[src/rtl/mmio_fabric_pkg.sv]
// Shared definitions for the memory-map fabric: state/class enums, default
// window constants and named peripheral slots.
package mmio_fabric_pkg;

  typedef enum logic [1:0] {
    IDLE,
    WAIT,
    RESP
  } fabric_state_t;

  typedef enum logic [1:0] {
    DMEM,
    SLOT,
    UNMAPPED
  } access_class_t;

  localparam logic [15:0] MMIO_BASE = 16'hC000;
  localparam logic [15:0] ERR_DATA  = 16'hDEAD;

  localparam int SLOT_LED   = 0;
  localparam int SLOT_SPART = 1;
  localparam int SLOT_BMP   = 2;

  // A single slot still needs one index bit so the window compare stays well formed.
  function automatic int slot_bits(input int num_slots);
    return (num_slots > 1) ? $clog2(num_slots) : 1;
  endfunction

endpackage

[src/rtl/mmio_fabric_decode.sv]
// Combinational address decode: word address -> access class, slot index and
// register offset inside the slot.
module mmio_decode
  import mmio_fabric_pkg::*;
#(
  parameter int          DMEM_DEPTH = 14,
  parameter int          NUM_SLOTS  = 4,
  parameter int          SLOT_SHIFT = 2,
  parameter int          SLOT_BITS  = 2,
  parameter logic [15:0] WIN_BASE   = 16'hC000
) (
  input  logic [15:0]           addr,
  output access_class_t         cls,
  output logic [SLOT_BITS-1:0]  slot,
  output logic [SLOT_SHIFT-1:0] offset
);

  localparam int WIN_LSB = SLOT_SHIFT + SLOT_BITS;
  localparam logic [SLOT_BITS:0] NSLOT = NUM_SLOTS[SLOT_BITS:0];

  logic in_dmem;
  logic in_window;

  assign slot      = addr[WIN_LSB-1:SLOT_SHIFT];
  assign offset    = addr[SLOT_SHIFT-1:0];
  assign in_dmem   = (addr[15:DMEM_DEPTH] == '0);
  assign in_window = (addr[15:WIN_LSB] == WIN_BASE[15:WIN_LSB]);

  always_comb begin
    cls = UNMAPPED;
    if (in_dmem) begin
      cls = DMEM;
    end else if (in_window && ({1'b0, slot} < NSLOT)) begin
      cls = SLOT;
    end
  end

endmodule

[src/rtl/mmio_fabric.sv]
// Request/ready interconnect from the processor data port to DMEM and the
// peripheral slots, with slave timeout and a sticky bus-error log.
//
// state | meaning
// IDLE  | waiting for req_i; decodes and registers the access
// WAIT  | DMEM strobe cycle, or slave request held until ack/timeout
// RESP  | one-cycle ready_o with read data, then back to IDLE
module mmio_fabric #(
  parameter int          DMEM_DEPTH     = 14,
  parameter int          NUM_SLOTS      = 4,
  parameter int          SLOT_SHIFT     = 2,
  parameter logic [15:0] MMIO_BASE      = mmio_fabric_pkg::MMIO_BASE,
  parameter int          TIMEOUT_CYCLES = 16,
  parameter logic [15:0] ERR_DATA       = mmio_fabric_pkg::ERR_DATA
) (
  input  logic                    clk,
  input  logic                    rst_n,
  input  logic                    req_i,
  input  logic                    we_i,
  input  logic [15:0]             addr_i,
  input  logic [15:0]             wdata_i,
  output logic [15:0]             rdata_o,
  output logic                    ready_o,
  output logic                    dmem_en_o,
  output logic                    dmem_we_o,
  output logic [DMEM_DEPTH-1:0]   dmem_addr_o,
  output logic [15:0]             dmem_wdata_o,
  input  logic [15:0]             dmem_rdata_i,
  output logic [NUM_SLOTS-1:0]    slv_req_o,
  output logic                    slv_we_o,
  output logic [SLOT_SHIFT-1:0]   slv_addr_o,
  output logic [15:0]             slv_wdata_o,
  input  logic [16*NUM_SLOTS-1:0] slv_rdata_i,
  input  logic [NUM_SLOTS-1:0]    slv_ack_i,
  output logic                    err_o,
  output logic [15:0]             err_addr_o,
  input  logic                    err_clr_i
);

  import mmio_fabric_pkg::*;

  localparam int SLOT_BITS = slot_bits(NUM_SLOTS);
  localparam int CNT_W     = $clog2(TIMEOUT_CYCLES + 1);

  fabric_state_t state, state_nxt;

  access_class_t         dec_cls;
  logic [SLOT_BITS-1:0]  dec_slot;
  logic [SLOT_SHIFT-1:0] dec_off;

  access_class_t         cls_q;
  logic [SLOT_SHIFT-1:0] off_q;
  logic [15:0]           addr_q;
  logic [15:0]           wdata_q;
  logic [15:0]           rdata_q;
  logic                  we_q;
  logic [NUM_SLOTS-1:0]  slv_req_q;
  logic [NUM_SLOTS-1:0]  dec_onehot;
  logic [CNT_W-1:0]      wait_cnt;

  logic        accept;
  logic        ack_hit;
  logic        timeout_hit;
  logic [15:0] ack_data;
  logic        fault;
  logic [15:0] fault_addr;
  logic        err_q;
  logic [15:0] err_addr_q;

  mmio_decode #(
    .DMEM_DEPTH (DMEM_DEPTH),
    .NUM_SLOTS  (NUM_SLOTS),
    .SLOT_SHIFT (SLOT_SHIFT),
    .SLOT_BITS  (SLOT_BITS),
    .WIN_BASE   (MMIO_BASE)
  ) u_decode (
    .addr   (addr_i),
    .cls    (dec_cls),
    .slot   (dec_slot),
    .offset (dec_off)
  );

  always_comb begin
    dec_onehot = '0;
    for (int k = 0; k < NUM_SLOTS; k++) begin
      dec_onehot[k] = (dec_slot == SLOT_BITS'(k));
    end
  end

  always_comb begin
    ack_data = '0;
    for (int k = 0; k < NUM_SLOTS; k++) begin
      ack_data = ack_data | (slv_rdata_i[16*k +: 16] & {16{slv_req_q[k]}});
    end
  end

  always_ff @(posedge clk or negedge rst_n) begin
    if (!rst_n) begin
      state <= IDLE;
    end else begin
      state <= state_nxt;
    end
  end

  always_comb begin
    state_nxt   = state;
    accept      = 1'b0;
    ack_hit     = 1'b0;
    timeout_hit = 1'b0;
    ready_o     = 1'b0;
    rdata_o     = '0;
    dmem_en_o   = 1'b0;
    dmem_we_o   = 1'b0;
    slv_we_o    = 1'b0;
    case (state)
      IDLE: begin
        if (req_i) begin
          accept    = 1'b1;
          state_nxt = (dec_cls == UNMAPPED) ? RESP : WAIT;
        end
      end
      WAIT: begin
        if (cls_q == DMEM) begin
          dmem_en_o = 1'b1;
          dmem_we_o = we_q;
          state_nxt = RESP;
        end else begin
          slv_we_o = we_q;
          // Ack wins over a timeout landing in the same cycle.
          ack_hit     = |(slv_ack_i & slv_req_q);
          timeout_hit = !ack_hit && (wait_cnt == CNT_W'(TIMEOUT_CYCLES - 1));
          if (ack_hit || timeout_hit) begin
            state_nxt = RESP;
          end
        end
      end
      RESP: begin
        ready_o   = 1'b1;
        state_nxt = IDLE;
        if (!we_q) begin
          rdata_o = (cls_q == DMEM) ? dmem_rdata_i : rdata_q;
        end
      end
      default: state_nxt = IDLE;
    endcase
  end

  always_ff @(posedge clk or negedge rst_n) begin
    if (!rst_n) begin
      cls_q     <= DMEM;
      off_q     <= '0;
      addr_q    <= '0;
      wdata_q   <= '0;
      we_q      <= 1'b0;
      rdata_q   <= '0;
      slv_req_q <= '0;
      wait_cnt  <= '0;
    end else begin
      wait_cnt <= (state == WAIT) ? wait_cnt + 1'b1 : '0;
      if (accept) begin
        cls_q     <= dec_cls;
        off_q     <= dec_off;
        addr_q    <= addr_i;
        wdata_q   <= wdata_i;
        we_q      <= we_i;
        rdata_q   <= '0;
        slv_req_q <= (dec_cls == SLOT) ? dec_onehot : '0;
      end else if (ack_hit || timeout_hit) begin
        slv_req_q <= '0;
        if (!we_q) begin
          rdata_q <= ack_hit ? ack_data : ERR_DATA;
        end
      end
    end
  end

  assign fault      = (accept && (dec_cls == UNMAPPED)) || timeout_hit;
  assign fault_addr = accept ? addr_i : addr_q;

  // A fault beats a simultaneous clear, and then records the new address.
  always_ff @(posedge clk or negedge rst_n) begin
    if (!rst_n) begin
      err_q      <= 1'b0;
      err_addr_q <= '0;
    end else if (fault) begin
      err_q <= 1'b1;
      if (!err_q || err_clr_i) begin
        err_addr_q <= fault_addr;
      end
    end else if (err_clr_i) begin
      err_q      <= 1'b0;
      err_addr_q <= '0;
    end
  end

  assign slv_req_o    = slv_req_q;
  assign slv_addr_o   = off_q;
  assign slv_wdata_o  = wdata_q;
  assign dmem_addr_o  = addr_q[DMEM_DEPTH-1:0];
  assign dmem_wdata_o = wdata_q;
  assign err_o        = err_q;
  assign err_addr_o   = err_addr_q;

endmodule

[config.mk]
export PLATFORM = sky130hd
export DESIGN_NAME = mmio_fabric
export DESIGN_NICKNAME = d
export VERILOG_FILES = /design/src/rtl/mmio_fabric_pkg.sv /design/src/rtl/mmio_fabric_decode.sv /design/src/rtl/mmio_fabric.sv
export SDC_FILE = /design/constraint.sdc
export NUM_CORES = 1
export LEC_CHECK = 0
export ABC_AREA = 1
export BUFFER_PORTS_ARGS = -buffer_cell sky130_fd_sc_hd__buf_2
export CAP_MARGIN = 10
export CORE_ASPECT_RATIO = 1.75
export CORE_MARGIN = 2
export CORE_UTILIZATION = 33
export CTS_BUF_LIST = sky130_fd_sc_hd__clkbuf_16
export CTS_CLUSTER_DIAMETER = 50
export DETAILED_ROUTE_END_ITERATION = 7
export MAX_ROUTING_LAYER = met4
export PLACE_DENSITY_LB_ADDON = 0.25
export SLEW_MARGIN = 5
export SYNTH_ARGS = -nofsm -noshare
export SYNTH_HDL_FRONTEND = slang
export SYNTH_SLANG_ARGS = --single-unit
[constraint.sdc]
create_clock -name clk -period 2.05 [get_ports clk]
set_clock_uncertainty 0.05 [all_clocks]
set_input_delay 0.1025 -clock clk [delete_from_list [all_inputs] [get_ports clk]]
set_output_delay 0.1025 -clock clk [all_outputs]
set_load 0.1 [all_outputs]
* Word level (Yosys, flattened, before mapping)
Cells that the tools add are included.
Storage, ports and cells: input bits 121, flip-flop bits (word level) 81, output and inout port bits 89
Operators by class: muxes and demuxes 37, reduce and logical (&&, ||, !) cells 18, bitwise logic cells 8, equality and inequality tests 13, $add $sub $neg 1
Operators with widths (number):
- $mux 16 | 11
- $and 16x16->16 | 4
- $or 16x16->16 | 3
- $mux 1 | 15
- $eq 12x12->1 const B | 1
- $mux 2 | 6
- $mux 4 | 3
- $eq 2x2->1 const B | 4
- $logic_not 2->1 | 4
- $eq 2x1->1 const B | 3
- $reduce_and 2->1 | 3
- $add 5x1->5 const B | 1
- $eq 5x4->1 const B | 1
- $mux 5 | 1
- $and 4x4->4 | 1
- $logic_or 1x1->1 | 4
- $ne 2x1->1 const B | 2
- $pmux 2 s2 | 1
- $reduce_bool 2->1 | 2
- $reduce_or 4->1 | 1
- $ne 3x3->1 const B | 1
- $logic_and 1x1->1 | 2
- $logic_not 1->1 | 2
- $ne 2x2->1 const B | 1

* Logic depth before layout (Yosys ltp)
Gate-level depths: netlist (run 1).
depth after elaboration 9, mapped depth 12, mapped depth without buffers 11

* Cells and area by module
Synthesis (run 1) repeated with hierarchy kept, for this count alone.
Unflattened totals: cell total of the unflattened synthesis 604, area total of the unflattened synthesis 4501.8 sq um
By module, submodules not included:
- mmio_fabric | area each 4416.7 sq um, sequential area each 2026.9 sq um, instances 1, cells an instance 588
- mmio_decode | area each 85.1 sq um, sequential area each 0.0 sq um, instances 1, cells an instance 16

* Worst setup path after synthesis (run 1)
No wires, ideal clock.
path type reg2out, start register state[0], end output rdata_o[0], path buffers 1, setup slack -2.572 ns, cell stages (with the launch flop) 5, data arrival time 4.470 ns, path through dfrtp_1 nor2_1 nand2_1 clkbuf_1 nor3_1
On the way: longest elaborated chain between the ends 2
RTL lines:
- start, declared | RTL line mmio_fabric.sv:45 | fabric_state_t state, state_nxt;
- start signal, assigned | RTL line mmio_fabric.sv:101 | state <= state_nxt;
- $eq 2x2->1 | RTL line mmio_fabric.sv:115 | case (state)
- $mux 16 | RTL line mmio_fabric.sv:115
- end, declared | RTL line mmio_fabric.sv:22 | output logic [15:0] rdata_o,
Every way passes these cells.

* Final worst setup path (run 1)
start register state[0], end output rdata_o[10]
The elaborated chain is that of the path after synthesis.

==> impl_metrics.csv, run 1 <==
group,metric,value,unit
outcome,status,"complete, no violations",
timing,setup_violations,0,
detailed_routing,viasPerCell,4.60,
setup_path,cp_num_buf_inv,1,
logic_synthesis,synth_area_leaders,"dfrtp_1 48%, nand2_1 20%, buf_4 5.7%",
power,p_leak,3.27,nW
timing,fin_crit,1.94,ns
detailed_routing,ant_nets,0,
detailed_routing,drcViolationCount,0,
setup_path,cpMaxStageDelayCell,"buf_2",
global_route,antenna_found_initial,0,
logic_synthesis,synth_nets,674,
setup_path,worst-path-stages,4,
floorplanning,initial_core_util,0.339,
power,power.density,1480,mW/mm^2
global_route,grt-ovfl-total,0,
setup_path,slowest_delay,0.45,ns
logic_synthesis,syn_inst,551,
floorplanning,coreArea,0.0125,mm^2
detailed_routing,detail_route.wl_per_cell,14.2,um
cts,numCtsBuffers,9,
logic_synthesis,ys_seq_elements,81,
finish,multiInputGateArea,0.00195,mm^2
global_route,grt.total_usage,0.198,
timing,hold_violations,0,
setup_path,cp_cell_sequence,"nor2_4, nand2_4, nor3_4, buf_2",
finish,nets,883,
floorplanning,dieArea,0.0138,mm^2
cts,cts_root_buf,"clkbuf_16",
finish,drive_gt1_frac,0.379,
setup_path,cp-end-kind,"output port",
setup_path,crit_arrival,1.79,ns
power,p_total,9.18,mW
cts,cts.clk_slew.worst_paths,0.06,ns
finish,n_antenna_cell,0,
cts,cts_buffer_depth,2,
logic_synthesis,yosysWarnings,0,
logic_synthesis,seq_area_frac_synth,0.479,
cts,clk_latency,0.32,ns
placed_design,place.port_buffers,209,
finish,regArea,0.00203,mm^2
logic_synthesis,synth_cell_types,27,
finish,areaGrowthSynthToFinish,46.3,%
setup_path,cp_max_fo,16,
logic_synthesis,syn_area,0.00423,mm^2
floorplanning,num_rows,54,
cts,htree_levels,3,
floorplanning,pin_count,210,
cts,cts_setup_buffers,0,
logic_synthesis,yosysTopAreaCell,"dfrtp_1",
power,ir_worst_vdd,1140,uV
setup_path,cp_top_family,"simple AND/OR/NAND/NOR gates",
placed_design,place.gp.congestion,0.825,
timing,setup_tns,0,ns
floorplanning,die_y,154,um
cts,cts_tree,"built",
timing,max_freq,0.515,GHz
min_path,min_path_cells,3,
detailed_routing,drt_iter0_drc,224,
detailed_routing,vias,4295,
detailed_routing,wl,13.2,mm
min_path,hold_class,"in -> reg",
global_route,grt_pass1_vias,4344,
timing,relSlewSlack,0.615,
placed_design,post-place-ws,0.216,ns
finish,fillers,1212,
logic_synthesis,avgSynthCellArea,7.68,um^2
setup_path,worstRegToRegCells,10,
logic_synthesis,synth_top_cell_area_share,0.479,
global_route,grt_max_degree,44,
cts,cts_num_sinks,81,
timing,post-route-period-util,0.948,
detailed_routing,first_pass_iters,4,
setup_path,required,1.90,ns
timing,rsz0062_at_grt,"no",
setup_path,crit_path_start_kind,"flip-flop",
placed_design,dpl.hpwl,9.93,mm
timing,drv_slew,0,
timing,tightest_slew,0.578,ns
global_route,grt_pass1_wl,20.6,mm
floorplanning,die_w,89.6,um
setup_path,path_class,"reg -> out",
run,max_cap_violations,0,
timing,setup_slack,0.107,ns
-- path summary, 6_finish.rpt --
| kind | slack (ns) | to | startpoint |
|---|---|---|---|
| max | 0.11 | rdata_o[10] | state[0]$_DFFE_PN0P_ |
| min in group asynchronous | 0.26 | addr_q[8]$_DFF_PN0_ | rst_n |
| min | 0.03 | slv_req_o[3]$_DFFE_PN0P_ | addr_i[2] |
| min reg2reg | 0.41 | wait_cnt[0]$_DFF_PN0_ | wait_cnt[0]$_DFF_PN0_ |
| max in group asynchronous | 1.04 | slv_req_o[0]$_DFFE_PN0P_ | rst_n |
| max reg2reg | 0.23 | rdata_q[13]$_DFFE_PN0P_ | wait_cnt[0]$_DFF_PN0_ |
-- synth_stat cells --
master and number:
nand2_2 5, nand4_1 12, a221oi_1 5, ha_1 2, buf_2 11, inv_1 22
o31ai_1 1, dfrtp_1 81, buf_6 3, nor2_1 51, nand2_4 1, a211oi_1 5
nor3_1 13, nand2_1 226, a21oi_1 2, buf_4 32, inv_2 5, nand3_1 19
nor2_2 3, nor2_4 2, nand3_2 1, o21ai_1 3, clkbuf_1 10, o21ai_2 11
o32ai_1 2, a21o_1 1, o21ai_0 22
-- layer usage --
metal | wire length (um) | GRT usage
met1 | 4930 | 0.208
met2 | 7350 | 0.360
met3 | 621 | 0.0231
met4 | 309 | 0.0796
met5 | 0 | -
-- cell families (layout without fill, tap and decap cells) --
logic type,Yosys count,in the layout,share of synthesized area
buffers and inverters,83,297,0.111
flip-flops,81,81,0.479
AND/OR/NAND/NOR,333,333,0.323
AO/OA/AOI/OAI,52,52,0.0816
adder cells (fa/ha/maj),2,2,0.00591
-- stage by stage --
step | area (um^2) | instances | util | hold slack, ns
2_1_floorplan | 4470 | 551 | - | -0.243
3_3_place_gp | 5580 | 886 | 0.446 | 0.0787
3_5_place_dp | 5580 | 886 | 0.446 | 0.0900
4_1_cts | 6180 | 933 | 0.494 | 0.0171
5_1_grt | 6190 | 933 | 0.496 | 0.0482
6_report | 6190 | 933 | 0.496 | 0.0294
-- power breakdown --
part | switching [mW] | internal, mW | total (mW)
Sequential | 0.251 | 2.02 | 2.27
Clock | 0.623 | 0.932 | 1.55
Combinational | 4.45 | 0.907 | 5.36
Total | 5.32 | 3.86 | 9.18
-- worst reg2reg max path, cell delays in order, from the launching register on --
cell	delay [ns]
dfrtp_1	0.39
ha_1	0.22
nand2_1	0.09
nor2_1	0.04
ha_1	0.18
inv_1	0.08
o21ai_2	0.07
nor2_1	0.31
nor2_4	0.10
nand2_1	0.07
o21ai_0	0.08
-- layout make-up --
| class | count | share of cell area |
|---|---|---|
| clock inverter | 7 | 0.0103 |
| clock buffer | 9 | 0.0364 |
| tap | 168 | 0.0339 |
| timing repair buffer | 254 | 0.260 |
| inverter | 27 | 0.0164 |
| sequential | 81 | 0.328 |
| multi-input combinational | 387 | 0.315 |
-- cells in the final DEF (no fill, tap or decap) --
cell,Yosys,layout
nand3_2,1,1
buf_12,0,9
nor2_1,51,48
clkbuf_16,0,9
nor3_2,0,1
buf_2,11,194
clkbuf_4,0,7
dfrtp_1,81,77
a211oi_4,0,5
clkinv_4,0,1
a221oi_1,5,5
o21ai_1,3,3
dfrtp_2,0,4
nor2_4,2,3
nand2_4,1,2
o32ai_1,2,2
nor2_2,3,5
bufinv_16,0,1
a21oi_1,2,1
inv_2,5,5
ha_1,2,2
buf_4,32,13
inv_1,22,24
a21o_1,1,1
nor3_1,13,2
nand3_1,19,19
nor3_4,0,10
nand2_2,5,5
a21oi_4,0,1
o21ai_2,11,11
o31ai_1,1,1
nand2_1,226,225
o21ai_0,22,22
nand4_1,12,12
clkinvlp_4,0,1
dlygate4sd3_1,0,31
clkinv_2,0,2
-- state kept, by name, indices dropped and copies added (netlist names) --
name	cells
addr_q	16
cls_q	2
dmem_wdata_o	16
err_addr_o	16
err_o	1
rdata_q	16
slv_addr_o	2
slv_req_o	4
state	2
wait_cnt	5
we_q	1
-- what timing repair did --
action / in CTS / in global routing
resized for setup: 0 / 7
endpoints found under the hold margin: 73 / 0
hold buffers: 31 / 0
endpoints found under the setup margin: 0 / 7
Power figures use the tool's default switching activity.
==> run 2: changes to the inputs <==
--- a/config.mk
+++ b/config.mk
@@ -15,7 +15,6 @@
 export CTS_CLUSTER_DIAMETER = 50
 export DETAILED_ROUTE_END_ITERATION = 7
 export MAX_ROUTING_LAYER = met4
-export PLACE_DENSITY_LB_ADDON = 0.25
 export SLEW_MARGIN = 5
 export SYNTH_ARGS = -nofsm -noshare
 export SYNTH_HDL_FRONTEND = slang
==> impl_metrics.csv, run 2 (synthesized netlist as in run 1, its figures left out) <==
group,metric,value,unit
cts,cts.clk_slew.worst_paths,0.06,ns
detailed_routing,viasPerCell,4.58,
setup_path,cp_cell_sequence,"nor2_4, nand2_4, nor3_4, buf_2",
detailed_routing,routed.top_layer,"met4",
timing,drv_slew,0,
global_route,grt-ovfl-total,0,
detailed_routing,ant_nets,0,
timing,hold_violations,0,
cts,cts_buffer_depth,2,
detailed_routing,detail_route.wl_per_cell,14.1,um
floorplanning,dieArea,0.0138,mm^2
floorplanning,die_y,154,um
cts,htree_levels,3,
finish,fillers,1188,
outcome,status,"complete, no violations",
setup_path,slowest_delay,0.45,ns
power,power.density,1500,mW/mm^2
global_route,grt_pass1_vias,4338,
detailed_routing,wl,13.2,mm
timing,post-route-period-util,0.958,
cts,cts_num_sinks,81,
finish,nets,883,
timing,setup_violations,0,
finish,final_cell_mix,"225 x nand2_1, 197 x buf_2, 77 x dfrtp_1",
power,p_total,9.30,mW
setup_path,cp_max_fo,16,
setup_path,required,1.90,ns
setup_path,path_class,"reg -> out",
finish,n_antenna_cell,0,
finish,instances_no_fill,933,
global_route,grt_max_degree,45,
power,p_leak,3.27,nW
global_route,grt.total_usage,0.200,
timing,rsz0062_at_grt,"no",
detailed_routing,vias,4272,
timing,max_freq,0.509,GHz
power,ir_worst_vdd,1040,uV
min_path,hold_class,"in -> reg",
finish,regArea,0.00203,mm^2
timing,tightest_slew,0.584,ns
timing,relSlewSlack,0.610,
finish,fin_area,0.00621,mm^2
detailed_routing,route.met2.wl,7.35,mm
setup_path,crit_path_start_kind,"flip-flop",
cts,clk_latency,0.33,ns
timing,worst_hold_slack,0.0242,ns
setup_path,cp-end-kind,"output port",
placed_design,postPlaceCellArea,0.00558,mm^2
finish,areaGrowthSynthToFinish,46.6,%
cts,numCtsBuffers,9,
detailed_routing,drt-met1-wl,5.00,mm
setup_path,crit_arrival,1.81,ns
global_route,grt_pass1_wl,20.9,mm
finish,multiInputGateArea,0.00195,mm^2
detailed_routing,first_pass_iters,4,
detailed_routing,drcViolationCount,0,
run,max_cap_violations,0,
detailed_routing,wl_met3,565,um
floorplanning,die_w,89.6,um
placed_design,dp_cells,886,
detailed_routing,drt_iter0_drc,208,
floorplanning,initial_core_util,0.339,
setup_path,cpMaxStageDelayCell,"buf_2",
floorplanning,coreArea,0.0125,mm^2
placed_design,place.gp.congestion,0.812,
finish,final_common_cell,"nand2_1",
placed_design,place.port_buffers,209,
floorplanning,num_rows,54,
global_route,antenna_found_initial,0,
finish,final_util,0.497,
placed_design,dpl.hpwl,9.90,mm
cts,cts_root_buf,"clkbuf_16",
cts,cts_tree,"built",
floorplanning,pin_count,210,
finish,drive_gt1_frac,0.376,
timing,fin_crit,1.96,ns
## run 2: cell count changes in the layout (fill, tap and decap cells not counted), sizes merged
cell	before	now
clkbuf	16	13
inv	29	28
clkinv	3	4
clkinvlp	1	0
buf	216	219
bufinv	1	2
## run 2: metrics by stage
stage / TNS, ns / worst slack (ns)
2_1_floorplan: -3.62 / -0.279
3_3_place_gp: 0 / 0.289
3_5_place_dp: 0 / 0.202
4_1_cts: 0 / 0.0551
5_1_grt: 0 / 0.00265
6_report: 0 / 0.0870
## run 2: layout make-up
class	instances	area share
Tap cell	168	0.0339
Clock inverter	7	0.0135
Clock buffer	9	0.0363
Timing Repair Buffer	254	0.258
Multi-Input combinational cell	387	0.314
Sequential cell	81	0.327
Inverter	27	0.0163
## run 2: worst paths after layout
path,slack [ns],endpoint,startpoint,cells past startpoint
max,0.09,rdata_o[0],state[0]$_DFFE_PN0P_,4
min,0.02,slv_req_o[3]$_DFFE_PN0P_,addr_i[2],3
max reg2reg,0.21,err_addr_o[13]$_DFFE_PN0P_,wait_cnt[0]$_DFF_PN0_,11
min reg2reg,0.41,wait_cnt[0]$_DFF_PN0_,wait_cnt[0]$_DFF_PN0_,1
max in group asynchronous,1.04,slv_req_o[3]$_DFFE_PN0P_,rst_n,3
min in group asynchronous,0.26,addr_q[10]$_DFF_PN0_,rst_n,2
## run 2: metal layers
metal / GRT usage / up-vias
li1: - / 2131
met5: - / -
met2: 0.370 / 141
met4: 0.0682 / 0
met3: 0.0317 / 20
met1: 0.204 / 1980
## run 2: critical path, delay by kind of cell (launching register included)
kind / cells / cell delay, ns
buffers and inverters: 1 / 0.45
DFF: 1 / 0.43
and+or+nand+nor: 3 / 0.59
## run 2: power breakdown
part,internal (mW),switching (mW),leakage [nW]
Combinational,0.901,4.45,2.09
Sequential,2.02,0.244,1.03
Clock,1.05,0.632,0.150
## run 2: repair_timing
item	in CTS	in global routing
resized for setup	0	4
hold endpoints to repair	74	0
hold buffers	31	0
buffers inserted	0	0
setup endpoints to repair	0	4
==> run 3: changes to the inputs <==
--- a/config.mk
+++ b/config.mk
@@ -14,7 +14,6 @@
 export CTS_BUF_LIST = sky130_fd_sc_hd__clkbuf_16
 export CTS_CLUSTER_DIAMETER = 50
 export DETAILED_ROUTE_END_ITERATION = 7
-export MAX_ROUTING_LAYER = met4
 export SLEW_MARGIN = 5
 export SYNTH_ARGS = -nofsm -noshare
 export SYNTH_HDL_FRONTEND = slang
==> constraint.sdc (replaced) <==
create_clock -name clk -period 2.4 [get_ports clk]
set_clock_uncertainty 0.05 [all_clocks]
set_input_delay 0.12 -clock clk [delete_from_list [all_inputs] [get_ports clk]]
set_output_delay 0.12 -clock clk [all_outputs]
set_load 0.1 [all_outputs]
==> impl_metrics.csv, run 3 (synthesized netlist as in run 1, its figures left out) <==
group,metric,value,unit
power,seqPwrFrac,0.252,
global_route,antenna_found_initial,1,
min_path,holdPathEnd,"we_q$_DFFE_PN0N_",
power,power.switching,4.57,mW
setup_path,worstRegToRegCells,11,
setup_path,cp_num_buf_inv,2,
floorplanning,die_y,154,um
global_route,grt.total_usage,0.193,
detailed_routing,first_pass_iters,4,
finish,final_common_cell,"nand2_1",
finish,final_cell_mix,"225 x nand2_1, 201 x buf_2, 81 x dfrtp_1",
min_path,min_path_cells,3,
cts,cts_setup_buffers,0,
floorplanning,initial_core_util,0.339,
detailed_routing,wl,13.3,mm
timing,max_freq,0.490,GHz
timing,tightest_slew,0.516,ns
floorplanning,die_w,89.6,um
timing,setup_violations,0,
setup_path,crit_path_start_kind,"flip-flop",
global_route,grt-ovfl-total,0,
power,p_leak,3.23,nW
finish,instances_no_fill,930,
floorplanning,num_rows,54,
timing,setup_slack,0.361,ns
placed_design,dpl.hpwl,9.78,mm
power,ir_worst_vdd,977,uV
global_route,grt_max_degree,78,
setup_path,required,2.23,ns
setup_path,cp_top_family,"buffers and inverters",
setup_path,crit_arrival,1.87,ns
global_route,grt_busiest_layer,"met2",
setup_path,r2r_end,"err_addr_o[2]$_DFFE_PN0P_",
power,p_int,3.16,mW
power,p_sw_frac,0.591,
cts,cts_root_buf,"clkbuf_16",
global_route,grtUsageMet3,0.0322,
detailed_routing,ant_nets,0,
cts,cts.clk_slew.worst_paths,0.06,ns
floorplanning,coreArea,0.0125,mm^2
cts,cts_num_sinks,81,
placed_design,place.gp.congestion,0.818,
setup_path,cp_max_fo,16,
floorplanning,pin_count,210,
detailed_routing,vias,4315,
timing,hold_violations,1,
global_route,grt_pass1_vias,4338,
detailed_routing,drt_iter0_drc,242,
cts,postCtsHoldBufs,30,
timing,fin_crit,2.04,ns
finish,nets,879,
cts,cts_tree,"built",
cts,clk_latency,0.33,ns
finish,regArea,0.00203,mm^2
placed_design,post-place-ws,0.516,ns
setup_path,cp-end-kind,"output port",
setup_path,slowest_delay,0.45,ns
cts,htree_levels,3,
timing,drv_slew,0,
placed_design,dp_cells,883,
cts,cts_buffer_depth,2,
detailed_routing,detail_route.wl_per_cell,14.3,um
timing,worst_hold_slack,-0.00606,ns
global_route,grtUsageMet1,0.202,
setup_path,path_class,"reg -> out",
power,power.density,1260,mW/mm^2
detailed_routing,viasPerCell,4.64,
cts,numCtsBuffers,9,
finish,areaGrowthSynthToFinish,44.2,%
power,p_total,7.72,mW
floorplanning,dieArea,0.0138,mm^2
outcome,violations,"hold timing",
global_route,use_met2,0.353,
cts,cts_resized,0,
timing,relSlewSlack,0.658,
min_path,min_from,"we_i",
placed_design,place.port_buffers,209,
setup_path,cp_cell_sequence,"inv_1, nand2_4, nor3_4, buf_2",
run,max_cap_violations,0,
setup_path,r2r_slack,0.56,ns
min_path,hold_class,"in -> reg",
power,clockPowerShare,0.161,
setup_path,r2r_start,"wait_cnt[0]$_DFF_PN0_",
timing,rsz0062_at_grt,"no",
finish,drive_gt1_frac,0.369,
detailed_routing,drcViolationCount,0,
global_route,grt_pass1_wl,20.4,mm
power,p_comb_frac,0.588,
timing,post-route-period-util,0.850,
finish,multiInputGateArea,0.00195,mm^2
finish,fillers,1253,
setup_path,cpMaxStageDelayCell,"buf_2",
outcome,status,"complete, but fails checks",
run 3: cell count changes in the layout (fill, tap and decap cells not counted), sizes merged, moves of 2 or more:
cell | previous run | this run
clkbuf | 13 | 9
clkinvlp | 0 | 4
bufinv | 2 | 0
clkinv | 4 | 2
run 3: through the flow:
| step | utilization | setup TNS, ns | instance area, um^2 |
|---|---|---|---|
| 2_1_floorplan | - | -0.592 | 4440 |
| 3_3_place_gp | 0.443 | 0 | 5530 |
| 3_5_place_dp | 0.443 | 0 | 5530 |
| 4_1_cts | 0.488 | 0 | 6100 |
| 5_1_grt | 0.489 | 0 | 6110 |
| 6_report | 0.489 | 0 | 6110 |
run 3: how the worst max path moves through the flow:
stage,from,cells after the start,to
floorplan,state[0]$_DFFE_PN0P_,4,rdata_o[0]
global placement,wait_cnt[0]$_DFF_PN0_,11,err_addr_o[10]$_DFFE_PN0P_
detailed placement,wait_cnt[0]$_DFF_PN0_,11,err_addr_o[2]$_DFFE_PN0P_
CTS,cls_q[1]$_DFFE_PN0N_,6,rdata_o[9]
global route,we_q$_DFFE_PN0N_,4,rdata_o[15]
finish,we_q$_DFFE_PN0N_,4,rdata_o[15]
run 3: final cells by class:
type,count,share of cell area
antenna,1,0.000410
tap,168,0.0344
sequential,81,0.332
multi-input combinational,387,0.319
timing repair buffer,250,0.254
clock buffer,9,0.0369
inverter,27,0.0166
clock inverter,7,0.00758
run 3: layer usage:
metal	part of all wire	wire length [um]	up-vias
met5	0	0	-
met3	0.045	595	28
met1	0.39	5150	2003
met4	0.034	448	0
met2	0.53	7110	156
li1	-	-	2128
run 3: worst min-delay path: cells and delay by family:
family                 cells  cell delay (ns)
buffers and inverters      1             0.08
and+or+nand+nor            2             0.15
run 3: power by group through the flow:
stage | registers, mW | clock network [mW] | logic (mW)
2_1_floorplan | 3.12 | 0 | 2.78
3_3_place_gp | 1.95 | 0 | 4.49
3_5_place_dp | 1.96 | 0 | 4.53
4_1_cts | 1.94 | 1.28 | 4.57
5_1_grt | 1.99 | 1.34 | 4.74
6_report | 1.94 | 1.24 | 4.54
